===== src/rtl/ppu_result_buf.sv =====
// Result buffer behind the combinational ppu: a small first-word-fall-through FIFO
// holding {inf, zero, res}, plus saturating debug counts of inf and zero results.
module ppu_result_buf #(
  parameter int unsigned N     = 32,
  parameter int unsigned DEPTH = 4,
  parameter int unsigned CW    = 16
) (
  input  logic                       clk,
  input  logic                       rst_n,
  input  logic                       in_valid,
  output logic                       in_ready,
  input  logic [N-1:0]               in_res,
  input  logic                       in_inf,
  input  logic                       in_zero,
  output logic                       out_valid,
  input  logic                       out_ready,
  output logic [N-1:0]               out_res,
  output logic                       out_inf,
  output logic                       out_zero,
  output logic [$clog2(DEPTH):0]     level,
  input  logic                       clr_cnt,
  output logic [CW-1:0]              inf_cnt,
  output logic [CW-1:0]              zero_cnt
);

  localparam int unsigned AW = $clog2(DEPTH);
  localparam int unsigned LW = AW + 1;
  localparam int unsigned EW = N + 2;
  localparam logic [CW-1:0] CNT_MAX = {CW{1'b1}};

  logic [EW-1:0] mem [DEPTH];
  logic [AW-1:0] wr_ptr;
  logic [AW-1:0] rd_ptr;
  logic          push;
  logic          pop;

  // Handshake flags come only from registered occupancy, never from the peer's inputs.
  assign in_ready  = (level != LW'(DEPTH));
  assign out_valid = (level != LW'(0));
  assign push      = in_valid && in_ready;
  assign pop       = out_valid && out_ready;

  assign out_res  = out_valid ? mem[rd_ptr][N-1:0] : N'(0);
  assign out_inf  = out_valid ? mem[rd_ptr][N+1]   : 1'b0;
  assign out_zero = out_valid ? mem[rd_ptr][N]     : 1'b0;

  // Storage is intentionally not reset; pointers and level define what is live.
  always_ff @(posedge clk) begin
    if (push) begin
      mem[wr_ptr] <= {in_inf, in_zero, in_res};
    end
  end

  always_ff @(posedge clk or negedge rst_n) begin
    if (!rst_n) begin
      wr_ptr <= AW'(0);
      rd_ptr <= AW'(0);
      level  <= LW'(0);
    end else begin
      if (push) wr_ptr <= wr_ptr + AW'(1);
      if (pop)  rd_ptr <= rd_ptr + AW'(1);
      if (push && !pop)      level <= level + LW'(1);
      else if (pop && !push) level <= level - LW'(1);
    end
  end

  // Clear wins over a same-cycle push; counts hold at all-ones.
  always_ff @(posedge clk or negedge rst_n) begin
    if (!rst_n) begin
      inf_cnt  <= CW'(0);
      zero_cnt <= CW'(0);
    end else if (clr_cnt) begin
      inf_cnt  <= CW'(0);
      zero_cnt <= CW'(0);
    end else if (push) begin
      if (in_inf && (inf_cnt != CNT_MAX))   inf_cnt  <= inf_cnt + CW'(1);
      if (in_zero && (zero_cnt != CNT_MAX)) zero_cnt <= zero_cnt + CW'(1);
    end
  end

endmodule


===== config.mk =====
export PLATFORM = sky130hd
export DESIGN_NAME = ppu_result_buf
export DESIGN_NICKNAME = d
export VERILOG_FILES = /design/src/rtl/ppu_result_buf.sv
export SDC_FILE = /design/constraint.sdc
export NUM_CORES = 1
export LEC_CHECK = 0
export ABC_AREA = 1
export BUFFER_PORTS_ARGS = -buffer_cell sky130_fd_sc_hd__clkbuf_2
export CELL_PAD_IN_SITES_DETAIL_PLACEMENT = 1
export CELL_PAD_IN_SITES_GLOBAL_PLACEMENT = 2
export CORE_ASPECT_RATIO = 0.75
export CORE_MARGIN = 5
export CORE_UTILIZATION = 33
export DETAILED_ROUTE_END_ITERATION = 16
export GPL_TIMING_DRIVEN = 1
export PLACE_DENSITY = 0.81
export SYNTH_ARGS = -nofsm -noshare
export SYNTH_HDL_FRONTEND = slang
export SYNTH_SLANG_ARGS = --single-unit

===== constraint.sdc =====
create_clock -name clk -period 2.7 [get_ports clk]
set_input_delay 0.27 -clock clk [delete_from_list [all_inputs] [get_ports clk]]
set_output_delay 0.27 -clock clk [all_outputs]
set_load 0.05 [all_outputs]

Yosys cells after proc, flatten, opt, wreduce, memory -nomap -nowiden
Memory sizes are Yosys's and may differ from the RTL's.
Cells that the tools add are included.
- $lt $le $gt $ge: 0
- reductions and logical operators: 15
- multiplexer cells: 13
- add/subtract/negate cells: 6
- div/mod/pow operators: 0
- eq/ne operators: 3
- bitwise operators: 0
- multipliers: 0
- shifts and indexed selects: 0
- operators with widths (cell ; count):
    two-way mux 16 bit ; 6
    adder 16 x 1 -> 16 bit, second input constant ; 2
    two-way mux 32 bit ; 1
    inequality test 16 bit, second input constant ; 2
    nonzero test 2 bit ; 4
    logical AND 1 bit ; 6
    two-way mux 3 bit ; 2
    adder 2 x 1 -> 2 bit, second input constant ; 2
    two-way mux 1 bit ; 4
    AND reduction 2 bit ; 2
    adder 3 x 1 -> 3 bit, second input constant ; 1
    inequality test 3 bit, second input constant ; 1
    nonzero test 3 bit ; 1
    subtractor 3 x 1 -> 3 bit, second input constant ; 1
    zero test 1 bit ; 2
- bits of input ports: 39
- logic and storage cells: 43
- memory bits (writable): 136
- ROM bits: 0
- output and inout port bits: 71
- memories kept: 1
- register bits after elaboration: 39
- bits in latches: 0
- memories (memory ; words ; width ; read ports ; clocked after Yosys merged registers in ; write ports ; RTL line ; source):
    mem ; 4 ; 34 ; 1 ; 0 ; 1 ; 31 ; logic [EW-1:0] mem [DEPTH];

Depth between registers and ports, before layout
- depth in word-level cells: 6
- mapped depth: 11

Worst setup path before layout
Ideal clock, no wire load.
- path kind: reg-to-reg
- start point: reg level[0]
- end point: mem mem[0][0] (netlist name) (enable)
- setup slack: -0.624 ns
- arrival time: 2.898 ns
- path buffers: 0
- cell stages (with the launch flop): 5
- clock period less this slack: 3.324 ns
- cells stage by stage: dfrtp_1 > nor2_1 > nand2_1 > nand2_2 > nor2_1
- cells in the longest elaborated chain, start to end: 4
- RTL lines (element ; RTL line ; source):
    start: declaration ; 20 ; output logic [$clog2(DEPTH):0] level,
    start signal: assignment ; 62 ; if (push && !pop) level <= level + LW'(1);
    start signal: assignment ; 63 ; else if (pop && !push) level <= level - LW'(1);
    inequality test 3 bit ; 38 ; assign in_ready = (level != LW'(DEPTH));
    net in_ready ; 11 ; output logic in_ready,
    logical AND 1 bit ; 40 ; assign push = in_valid && in_ready;
    two-way mux 1 bit ; 49 ; if (push) begin
    two-way mux 1 bit (implied by the code) ; 50 ; mem[wr_ptr] <= {in_inf, in_zero, in_res};
    end: declaration ; 31 ;
The timed path passes the listed nets, and every way through them passes these cells.

Worst setup path after layout
- start point: reg rd_ptr[0]
- end point: out out_res[0]
- cells in the longest elaborated chain, start to end: 2
- RTL lines (element ; RTL line ; source):
    start: declaration ; 33 ; logic [AW-1:0] rd_ptr;
    start signal: assignment ; 61 ; if (pop) rd_ptr <= rd_ptr + AW'(1);
    memory read (4 x 34 bit) ; -- ;
    two-way mux 32 bit ; 43 ; assign out_res = out_valid ? mem[rd_ptr][N-1:0] : N'(0);
    end: declaration ; 17 ; output logic [N-1:0] out_res,
No other way between the ends.

==> reports/summary.txt <==
Max Root-Sink Buffers = 2
reg2reg path depth = 8
Synth Cell Area = 7720 um2
syn_area_per_cell = 10.1 um2
root buffer cell = clkbuf_16
via count = 5809
layout cell share with drive strength beyond 1 = 0.200
WL final = 20.7 mm
final net count = 928
initial antenna violation count = 1
DR WL/cell = 17.3 um
hold slack = 0.0576 ns
commonest non-fill, non-tap cell in the layout = nor2_1
fmax = 417 MHz
syn_nets = 811
Reg-to-Reg End = level[1]
full die area = 26600 um2
Lkg Pwr = 3.89 nW
TritonCTS buffer count = 17
Resized Gates After CTS = 0
most frequent cells in the layout = nor2_1 (189), edfxtp_1 (136), nand2_1 (119)
DRC = 0
Core Area = 23000 um2
min cycle time layout = 2.40 ns
clock sink count = 175
worst-path fanout max = 43
Final Hold Fails = 0
Pre-antenna DRT Iters = 4
Crit Path Class = reg -> out
R2R Setup Slk = 0.53 ns
vias in the first global route = 5917
reg-to-reg startpoint = level[0]
data arrival time of the worst path = 2.13 ns
largest net degree at the start of global routing = 44
Critical Path RT = 2.43 ns
Yosys Warn Count = 0
register bit total from synthesis = 175
HP Class = in -> reg
endpoints failing setup = 0
part of the Yosys area used for sequential elements = 0.655
placed cells = 1161
final slew viol count = 0
crit path launch type = flop
GRT Util Overall = 0.158
number of input and output port buffers inserted = 109
Final ANT Viol Nets = 0
area grow syn2layout = 26.6%
share of the synthesized area in the top cell type = 0.529
Mapped Cells = 764
Tcrit/Tclk final = 0.888
DRT iter0 DRCs = 333
H-tree depth = 4
Reg clk slew, reported paths = 0.07 ns
post-DP HPWL = 14.1 mm
postcts setup bufs = 0
RSZ-0062 raised after global routing = false
Clock Skews = 0.0145 ns
initial core utilization = 0.336
hold path cells = 1
count of different cell masters after synthesis = 28
VDD IR max = 568 uV
cell taking the most area after synthesis = edfxtp_1
Top Ports = 110
worst hold start = in_res[17]
GPL Wtd Cong = 0.798
TritonCTS clock tree = done
average vias per placed instance = 4.87
DIE HEIGHT = 142 um
Least-Margin Pin Slew = 0.552 ns
relative slew slack = 0.632
maxcap violations = 0
global route total overflow = 0
Finished Layout Cells = 1194
Synth area leaders = edfxtp_1 (53%), dfrtp_1 (13%), nor2_1 (9.4%)
site row count = 48
outcome = completed
first-pass GRT wire length = 33.3 mm
antenna cells = 0
CP Capture Type = primary output
Cell Pwr Density = 1240 nW/um2
Hold Path Sink = mem[2][17]
die span in x = 187 um
worst skew pair latency = 0.43 ns
layout make-up:
cell class	count	area [um2]
clock inverters	15	161
clock buffers	17	425
fillers	2590	13200
multi-input cells	505	2350
well taps	300	375
flip-flops and latches	175	5060
inverters	50	189
repair buffers	132	1210
synth_stat cells (all sizes together):
cell    number
inv         45
clkbuf      21
clkinv       5
ha           7
fa           1
mux2         1
nand3       25
xor2        10
nand4       23
a21oi       39
buf         13
nor2       196
edfxtp     136
o21ai       74
nand2      122
dfrtp       39
xnor2        2
o21bai       5
report_power, final:
group,internal [mW],switching [mW]
Clock,1.24,1.16
Combinational,2.31,3.88
Sequential,3.42,0.154
worst max-delay path by stage:
stage	startpoint	endpoint	slack [ns]	cells past startpoint
3_5_place_dp	level[0]	level[1]	0.53	8
4_1_cts	rd_ptr[0]	out_res[21]	0.28	6
6_report	rd_ptr[0]	out_res[0]	0.30	6
3_3_place_gp	level[0]	level[1]	0.60	8
2_1_floorplan	level[0]	mem[0][0]	-0.1	4
5_1_grt	rd_ptr[0]	out_res[28]	0.16	6
critical path, stage by stage (launching register included):
cell,delay [ns]
dfrtp_2,0.39
buf_4,0.43
nor2_1,0.10
nor2_1,0.10
o21ai_0,0.10
a21oi_1,0.38
buf_12,0.19
routing by layer:
metal,track usage,share of wire
met4,0.0376,0.0098
met1,0.221,0.48
met2,0.250,0.47
met5,0,0.00063
met3,0.0402,0.041
kinds of logic (layout without fill, tap and decap cells):
kind of cell,count (synthesis),count (layout),share of synthesized area
muxes,1,1,0.00146
buffers and inverters,84,214,0.0442
adders and majority gates,8,8,0.0139
and+or+nand+nor,366,366,0.193
DFF,175,175,0.655
xor gates and xnor gates,12,12,0.0136
AOI/OAI and AO/OA,118,118,0.0786
registers in the layout, summed over array words and instances (netlist names):
signal,count
mem,136
inf_cnt,16
zero_cnt,16
level,3
rd_ptr,2
wr_ptr,2
through the flow:
stage / utilization / total power [mW] / worst slack, ns / TNS (ns) / cell area [um2]
after global routing: 0.425 / 12.8 / 0.163 / 0 / 9770
after floorplan: - / 6.97 / -0.0956 / -15.73 / 7730
after CTS: 0.425 / 12.3 / 0.281 / 0 / 9770
after detailed placement: 0.399 / 9.91 / 0.528 / 0 / 9180
final: 0.425 / 12.2 / 0.301 / 0 / 9770
after global placement: 0.399 / 9.80 / 0.596 / 0 / 9180
what timing repair did:
action | in CTS | in global routing
hold endpoints to repair | 12 | 0
hold buffers | 1 | 0
setup endpoints to repair | 0 | 0
Power figures use the tool's default switching activity.
